**config.mk**
```make
export PLATFORM = sky130hd
export DESIGN_NAME = uart_tx
export DESIGN_NICKNAME = d
export VERILOG_FILES = /design/src/rtl/uart_tx.sv
export SDC_FILE = /design/constraint.sdc
export NUM_CORES = 1
export LEC_CHECK = 0
export ABC_AREA = 1
export BUFFER_PORTS_ARGS = -buffer_cell sky130_fd_sc_hd__buf_2
export CAP_MARGIN = 20
export CORE_MARGIN = 10
export CORE_UTILIZATION = 52
export CTS_CLUSTER_DIAMETER = 80
export CTS_CLUSTER_SIZE = 28
export DETAILED_ROUTE_END_ITERATION = 12
export PLACE_DENSITY = 0.81
export SYNTH_ARGS = -nofsm -noshare
export SYNTH_HDL_FRONTEND = slang
export SYNTH_SLANG_ARGS = --single-unit
```
**constraint.sdc**
```tcl
create_clock -name sysclk -period 1.8 [get_ports sysclk]
set_clock_uncertainty 0.2 [all_clocks]
set_input_delay 0.18 -clock sysclk [delete_from_list [all_inputs] [get_ports sysclk]]
set_output_delay 0.18 -clock sysclk [all_outputs]
set_load 0.01 [all_outputs]
```
**src/rtl/uart_tx.sv**
```systemverilog
// UART transmitter: start bit, DATA_WIDTH data bits LSB first, optional even parity, stop bit.
// Define UART_TX_PARITY_EN to insert the parity bit; the default build has no parity logic.
`ifndef CLKS_PER_BIT
`define CLKS_PER_BIT 4
`endif
`ifndef DATA_WIDTH
`define DATA_WIDTH 8
`endif

module uart_tx #(
    parameter int CLKS_PER_BIT = `CLKS_PER_BIT,
    parameter int DATA_WIDTH   = `DATA_WIDTH
) (
    input  logic                  sysclk,
    input  logic                  i_rst_n,
    input  logic                  i_tx,
    input  logic                  i_tx_dv,
    input  logic [DATA_WIDTH-1:0] i_tx_byte,
    output logic                  o_tx_ready,
    output logic                  o_tx_serial,
    output logic                  o_tx_active,
    output logic                  o_tx_done
);

    localparam int CW = $clog2(CLKS_PER_BIT);
    localparam int BW = $clog2(DATA_WIDTH) + 1;

    typedef enum logic [2:0] {
        S_IDLE,
        S_START_TX,
        S_TX_ON,
`ifdef UART_TX_PARITY_EN
        S_PARITY_TX,
`endif
        S_STOP_TX,
        S_DONE
    } state_t;

    state_t                r_state;
    state_t                w_state_next;
    logic [CW-1:0]         r_clks_cnt;
    logic [CW-1:0]         w_clks_next;
    logic [BW-1:0]         r_bit_idx;
    logic [BW-1:0]         w_bit_next;
    logic [DATA_WIDTH-1:0] r_shift;
    logic [DATA_WIDTH-1:0] w_shift_next;
    logic                  w_bit_end;
`ifdef UART_TX_PARITY_EN
    logic                  r_parity;
`endif

    assign w_bit_end  = (r_clks_cnt == CW'(CLKS_PER_BIT - 1));
    assign o_tx_ready = (r_state == S_IDLE) && i_tx && i_rst_n;

    always_comb begin
        w_state_next = r_state;
        w_clks_next  = r_clks_cnt;
        w_bit_next   = r_bit_idx;
        w_shift_next = r_shift;
        if (!i_tx) begin
            w_state_next = S_IDLE;
            w_clks_next  = '0;
            w_bit_next   = '0;
            w_shift_next = '0;
        end else begin
            case (r_state)
                S_IDLE: begin
                    if (i_tx_dv) begin
                        w_state_next = S_START_TX;
                        w_shift_next = i_tx_byte;
                        w_clks_next  = '0;
                        w_bit_next   = '0;
                    end
                end
                S_START_TX: begin
                    if (w_bit_end) begin
                        w_clks_next  = '0;
                        w_state_next = S_TX_ON;
                    end else begin
                        w_clks_next = r_clks_cnt + CW'(1);
                    end
                end
                S_TX_ON: begin
                    if (w_bit_end) begin
                        w_clks_next  = '0;
                        w_shift_next = r_shift >> 1;
                        w_bit_next   = r_bit_idx + BW'(1);
                        if (r_bit_idx == BW'(DATA_WIDTH - 1)) begin
`ifdef UART_TX_PARITY_EN
                            w_state_next = S_PARITY_TX;
`else
                            w_state_next = S_STOP_TX;
`endif
                        end
                    end else begin
                        w_clks_next = r_clks_cnt + CW'(1);
                    end
                end
`ifdef UART_TX_PARITY_EN
                S_PARITY_TX: begin
                    if (w_bit_end) begin
                        w_clks_next  = '0;
                        w_state_next = S_STOP_TX;
                    end else begin
                        w_clks_next = r_clks_cnt + CW'(1);
                    end
                end
`endif
                S_STOP_TX: begin
                    if (w_bit_end) begin
                        w_clks_next  = '0;
                        w_state_next = S_DONE;
                    end else begin
                        w_clks_next = r_clks_cnt + CW'(1);
                    end
                end
                S_DONE:  w_state_next = S_IDLE;
                default: w_state_next = S_IDLE;
            endcase
        end
    end

    always_ff @(posedge sysclk or negedge i_rst_n) begin
        if (!i_rst_n) begin
            r_state    <= S_IDLE;
            r_clks_cnt <= '0;
            r_bit_idx  <= '0;
            r_shift    <= '0;
        end else begin
            r_state    <= w_state_next;
            r_clks_cnt <= w_clks_next;
            r_bit_idx  <= w_bit_next;
            r_shift    <= w_shift_next;
        end
    end

`ifdef UART_TX_PARITY_EN
    // Parity is taken from the byte at acceptance because the shift register is consumed during the frame.
    always_ff @(posedge sysclk or negedge i_rst_n) begin
        if (!i_rst_n) begin
            r_parity <= 1'b0;
        end else if (!i_tx) begin
            r_parity <= 1'b0;
        end else if (r_state == S_IDLE && i_tx_dv) begin
            r_parity <= ^i_tx_byte;
        end
    end
`endif

    // Line outputs follow the state one cycle later, except an abort which idles the line at once.
    always_ff @(posedge sysclk or negedge i_rst_n) begin
        if (!i_rst_n) begin
            o_tx_serial <= 1'b1;
            o_tx_active <= 1'b0;
            o_tx_done   <= 1'b0;
        end else if (!i_tx) begin
            o_tx_serial <= 1'b1;
            o_tx_active <= 1'b0;
            o_tx_done   <= 1'b0;
        end else begin
            o_tx_serial <= 1'b1;
            o_tx_active <= 1'b0;
            o_tx_done   <= 1'b0;
            case (r_state)
                S_START_TX: begin
                    o_tx_serial <= 1'b0;
                    o_tx_active <= 1'b1;
                end
                S_TX_ON: begin
                    o_tx_serial <= r_shift[0];
                    o_tx_active <= 1'b1;
                end
`ifdef UART_TX_PARITY_EN
                S_PARITY_TX: begin
                    o_tx_serial <= r_parity;
                    o_tx_active <= 1'b1;
                end
`endif
                S_STOP_TX: o_tx_active <= 1'b1;
                S_DONE:    o_tx_done   <= 1'b1;
                default:   o_tx_serial <= 1'b1;
            endcase
        end
    end

endmodule

```
==> metrics.yaml, run 1 <==
outcome: "complete, no violations"
worstPathCellList: "nor2_1 > and3_1 > buf_2"
startpoint_type: "flip-flop"
nFillCells: 169
worst_pin_slew_ns: 0.348
die_h_um: 65.8
cpMaxStageDelayCell: "dfrtp_1"
antenna_cells: 0
fin_tns_setup_ns: 0
die_area_sq_um: 4330
ys_seq_area_frac: 0.459
ys_async_sr_fraction: 1.00
cts_max_level: 1
leakagePower_nw: 0.671
clock_power_share: 0.146
fin_crit_ns: 1.64
synth.avg_cell_area_sq_um: 7.59
ys_warn_count: 0
yosys-top-cells-area: "dfrtp_1 44%, nand2_1 22%, nand3_1 4.6%, a21oi_1 3.7%, nand3_2 2.7%"
row_count: 16
switchingPower_w: 0.000638
synthToLayoutAreaGrowth_pct: 13.7
grt_pass1_vias: 898
cp_max_fo: 7
whs_ns: 0.000151
post_cts_buffers: 0
core_area_sq_um: 1980
drive_gt1_frac: 0.207
avgRoutedWirePerCell_um: 12.0
netlist_top_cells_count: "64 x nand2_1, 19 x dfrtp_1, 10 x nand3_1"
dr_total_vias: 993
drtAntennaViolNets: 0
synthMuxAreaShare: 0
clkSinkCount: 20
gp_congestion: 0.879
synth_adder_area_share: 0.0229
worstSetupPathType: "flip-flop to output pin"
arrival_ns: 1.26
nets: 179
hp-class: "primary input to flip-flop"
setup_viol: 0
final-seq-area_sq_um: 502
start_util: 0.551
p_seq_frac: 0.449
cts_root_buffer: "clkbuf_4"
ys_seq_elements: 20
yosysTopAreaCell: "dfrtp_1"
synth_simple_gate_area_frac: 0.376
clock_latency_ns: 0.30
numCtsBuffers: 3
rsz0062_at_grt: "false"
die_x_um: 65.8
synth_compound_area_frac: 0.0619
peakVddDrop_uv: 605
finalMaxSlewViolations: 0
syn_inst: 144
hpwl_mm: 1.61
antenna_found_initial: 0
combPwrFrac: 0.405
synth_xor_area_frac: 0.00802
vias_per_cell: 5.20
fmax_ghz: 0.608
multi_input_area_sq_um: 512
cts_tree: "built"
synth_flop_cell: "dfrtp_1"
drc: 0
io_pins: 16
clockBufferDepth: 2
syn_nets: 158
critPathMaxStageDelay_ns: 0.47
maxSlewHeadroom: 0.768
p_int_w: 0.000883
track_usage: 0.108
crit_required_ns: 1.42
grt_start_max_net_pins: 21
endpoint_kind: "output pin"
synth_top_family_by_area: "simple AND/OR/NAND/NOR gates"
finalHoldViolations: 0
synth.most_common_cell: "nand2_1"
power.total_w: 0.00152
period_share: 0.913
swShare: 0.419
io_buffers: 15
synth.cell_area_sq_um: 1090
final_util: 0.627
synth-edff-count: 0
first_iter_violations: 55
fin_area_sq_um: 1240
drt_pass1_iterations: 4
power_density_nw_per_um2: 1220
wirelength_mm: 2.29
placed_cell_area_sq_um: 1190
synth_top_area_frac: 0.435
grt_pass1_wl_mm: 3.76
maxCapViolCount: 0
synthDistinctLibCells: 23
grt_overflow: 0
cts.clk_slew.worst_paths_ns: 0.12
==> layer usage <==
layer,up-vias,GRT usage,routed length [um],part of all wire
li1,495,-,-,-
met1,454,0.130,1030,0.45
met2,40,0.173,1100,0.48
met3,4,0.0254,127,0.056
met4,0,0.0561,28,0.012
met5,-,0,0,0
==> final cells by class <==
type,instances,area share
multi-input cells,108,0.412
flip-flops and latches,20,0.404
repair buffers,21,0.103
clock buffers,4,0.0211
inverters,11,0.0332
well taps,27,0.0272
==> cell usage in the layout (no fill, tap or decap), drive strengths merged <==
| master | Yosys | final |
|---|---|---|
| buf | 5 | 18 |
| o21ai | 3 | 3 |
| nand2 | 65 | 65 |
| dlygate4sd3 | 0 | 3 |
| dfstp | 1 | 1 |
| clkbuf | 0 | 4 |
| nand4 | 1 | 1 |
| nor2 | 9 | 9 |
| nor3 | 4 | 4 |
| and3 | 1 | 1 |
| ha | 2 | 2 |
| inv | 11 | 11 |
| dfrtp | 19 | 19 |
| xnor2 | 1 | 1 |
| a22o | 1 | 1 |
| a21oi | 8 | 8 |
| nand3 | 13 | 13 |
==> what timing repair did <==
action                                 in CTS  in global routing
hold buffers                                3                  0
endpoints found under the hold margin      22                  0
gates resized for setup                     0                  0
==> state kept, by name, summed over array words and instances, names as in the netlist <==
| register | cells |
|---|---|
| r_clks_cnt | 2 |
| r_bit_idx | 4 |
| o_tx_active | 1 |
| r_shift | 8 |
| o_tx_done | 1 |
| r_state | 3 |
| o_tx_serial | 1 |
==> critical path: cells and delay by family, from the launching register on <==
kind                   cells  cell delay [ns]
and+or+nand+nor            2             0.37
DFF                        1             0.47
buffers and inverters      1             0.12
==> worst paths after layout <==
check,from,end,slack [ns],cells past startpoint
min in group asynchronous,i_rst_n,r_shift[7],0.18,3
max in group asynchronous,i_rst_n,o_tx_serial,0.94,3
min,i_tx_byte[5],r_shift[5],0.0002,5
max reg2reg,r_state[0],r_state[1],0.17,9
max,r_state[0],o_tx_ready,0.16,3
min reg2reg,r_shift[0],r_shift[0],0.28,2
==> power by group through the flow <==
stage | combinational (W) | clock [W] | sequential, W
finish | 0.000617 | 0.000222 | 0.000683
global route | 0.000698 | 0.000245 | 0.000699
CTS | 0.000609 | 0.000230 | 0.000678
detailed placement | 0.000601 | 0 | 0.000687
global placement | 0.000590 | 0 | 0.000681
floorplan | 0.000520 | 0 | 0.000649
==> through the flow <==
step | setup WS [ns] | cells
finish | 0.156 | 191
floorplan | 0.399 | 144
global placement | 0.254 | 184
CTS | 0.154 | 191
global route | 0.0617 | 191
detailed placement | 0.256 | 184
==> cells by family (layout without fill, tap and decap cells) <==
family          Yosys count  count (layout)
compound gates           12              12
xor+xnor                  1               1
fa+ha+maj                 2               2
buf+inv                  16              36
flops                    20              20
simple gates             93              93
Note: power is estimated with default switching activity, not from simulation.
==> inputs of run 2 (changes only) <==
CORE_MARGIN = unset   (was 10)
==> run 2 against run 1 <==
Against the previous run: hold slack better by 0.00069 ns; clock power about the same; die area fell by 47%; non-clock buffer count shrank 1; combinational power down 2%; register-to-register slack gained 0.09 ns; sequential power shrank 1%; clock-buffer cell count unchanged; first-iteration DRC count fell by 31%; sequential cell count is the same; critical path depth unchanged; setup slack better by 0.035 ns.
==> metrics.yaml, run 2 (synthesized netlist as in run 1, its figures left out) <==
outcome: "complete, no violations"
drtAntennaViolNets: 0
die_h_um: 47.8
vias_per_cell: 4.88
final-seq-area_sq_um: 502
p_seq_frac: 0.448
dr_total_vias: 928
largestRegisters: "r_shift (8), r_bit_idx (4), r_state (3)"
row_count: 16
swShare: 0.413
avgRoutedWirePerCell_um: 10.5
clkSinkCount: 20
period_share: 0.894
numCtsBuffers: 3
largest-register: "r_shift"
drive_gt1_frac: 0.209
peakVddDrop_uv: 736
clockBufferDepth: 2
wirelength_mm: 2.00
endpoint_kind: "output pin"
min_to: "r_shift[3]"
worst_pin_slew_ns: 0.322
maxSlewHeadroom: 0.785
arrival_ns: 1.23
maxCapViolCount: 0
p_int_w: 0.000882
synthToLayoutAreaGrowth_pct: 12.8
fin_crit_ns: 1.61
multi_input_area_sq_um: 512
io_pins: 16
cts_root_buffer: "clkbuf_4"
grt_overflow: 0
antenna_found_initial: 0
hp-class: "primary input to flip-flop"
grt_start_max_net_pins: 21
hpwl_mm: 1.45
die_area_sq_um: 2290
leakagePower_nw: 0.666
nets: 178
gp_congestion: 0.943
finalMaxSlewViolations: 0
reg2reg_depth: 7
power_density_nw_per_um2: 1220
nFillCells: 178
combPwrFrac: 0.403
r2r-end: "r_state[1]"
clock_power_share: 0.149
drt_pass1_iterations: 4
power.total_w: 0.00150
drc: 0
timing.rr.start: "r_state[2]"
io_buffers: 15
grt_pass1_wl_mm: 3.19
reg2reg_slack_ns: 0.26
cts_max_level: 1
cts_tree: "built"
setup_viol: 0
die_x_um: 47.8
final_common_cell: "nand2_1"
switchingPower_w: 0.000621
first_iter_violations: 38
cp_max_fo: 7
crit_required_ns: 1.42
finalHoldViolations: 0
cts.clk_slew.worst_paths_ns: 0.11
track_usage: 0.200
core_area_sq_um: 1960
grt_pass1_vias: 769
hp-start: "i_tx_byte[3]"
start_util: 0.557
startpoint_type: "flip-flop"
largest_register_ffs: 8
fin_tns_setup_ns: 0
clock_latency_ns: 0.30
worstSetupPathType: "flip-flop to output pin"
antenna_cells: 0
hold-path-cell-count: 5
final_cell_mix: "64 x nand2_1, 19 x dfrtp_1, 15 x buf_2, 10 x nand3_1, 8 x a21oi_1"
fmax_ghz: 0.621
rsz0062_at_grt: "false"
postCtsResizedCells: 0
## run 2: changes by cell type in the layout (fill, tap and decap cells not counted)
cell	change
dlygate4sd3_1	-1
## run 2: how the worst max path moves through the flow
| stage | cells past startpoint | end | startpoint |
|---|---|---|---|
| finish | 3 | o_tx_ready | r_state[1] |
| global route | 3 | o_tx_ready | r_state[1] |
| CTS | 3 | o_tx_ready | r_state[1] |
| detailed placement | 7 | r_shift[5] | r_state[1] |
| global placement | 9 | r_shift[5] | i_tx |
| floorplan | 8 | r_shift[0] | r_state[1] |
## run 2: final cells by class
| type | count | share of cell area |
|---|---|---|
| Clock buffer | 4 | 0.0213 |
| Inverter | 11 | 0.0335 |
| Multi-Input combinational cell | 108 | 0.415 |
| Sequential cell | 20 | 0.407 |
| Tap cell | 27 | 0.0274 |
| Timing Repair Buffer | 20 | 0.0954 |
## run 2: metrics by stage
stage / setup WS, ns / hold slack [ns] / util / instance area [sq um] / cells
floorplan: 0.399 / -0.316 / - / 1090 / 144
global placement: 0.299 / -0.0309 / 0.605 / 1190 / 184
detailed placement: 0.295 / -0.0291 / 0.605 / 1190 / 184
CTS: 0.184 / 0.00294 / 0.628 / 1230 / 190
global route: 0.0910 / 0.0117 / 0.628 / 1230 / 190
finish: 0.191 / 0.000843 / 0.628 / 1230 / 190
## run 2: repair_timing
action,in CTS,in global routing
endpoints found under the hold margin,21,0
setup buffers,0,0
hold buffers,2,0
## run 2: power groups by stage
stage	combinational, W	clock [W]	sequential [W]
2_1_floorplan	0.000520	0	0.000649
3_5_place_dp	0.000605	0	0.000683
6_report	0.000606	0.000224	0.000674
3_3_place_gp	0.000594	0	0.000676
5_1_grt	0.000698	0.000245	0.000691
4_1_cts	0.000611	0.000227	0.000673
## run 2: routing by layer
metal | track usage | part of all wire | up-vias
met5 | 0 | 0 | -
met4 | 0.0833 | 0.017 | 0
met3 | 0.0340 | 0.024 | 5
met2 | 0.297 | 0.47 | 16
met1 | 0.289 | 0.49 | 414
li1 | - | - | 493
## run 2: worst max-delay path: stages, from the launching register on
cell     delay, ns
dfrtp_1       0.48
nor2_1        0.17
and3_1        0.16
buf_2         0.12
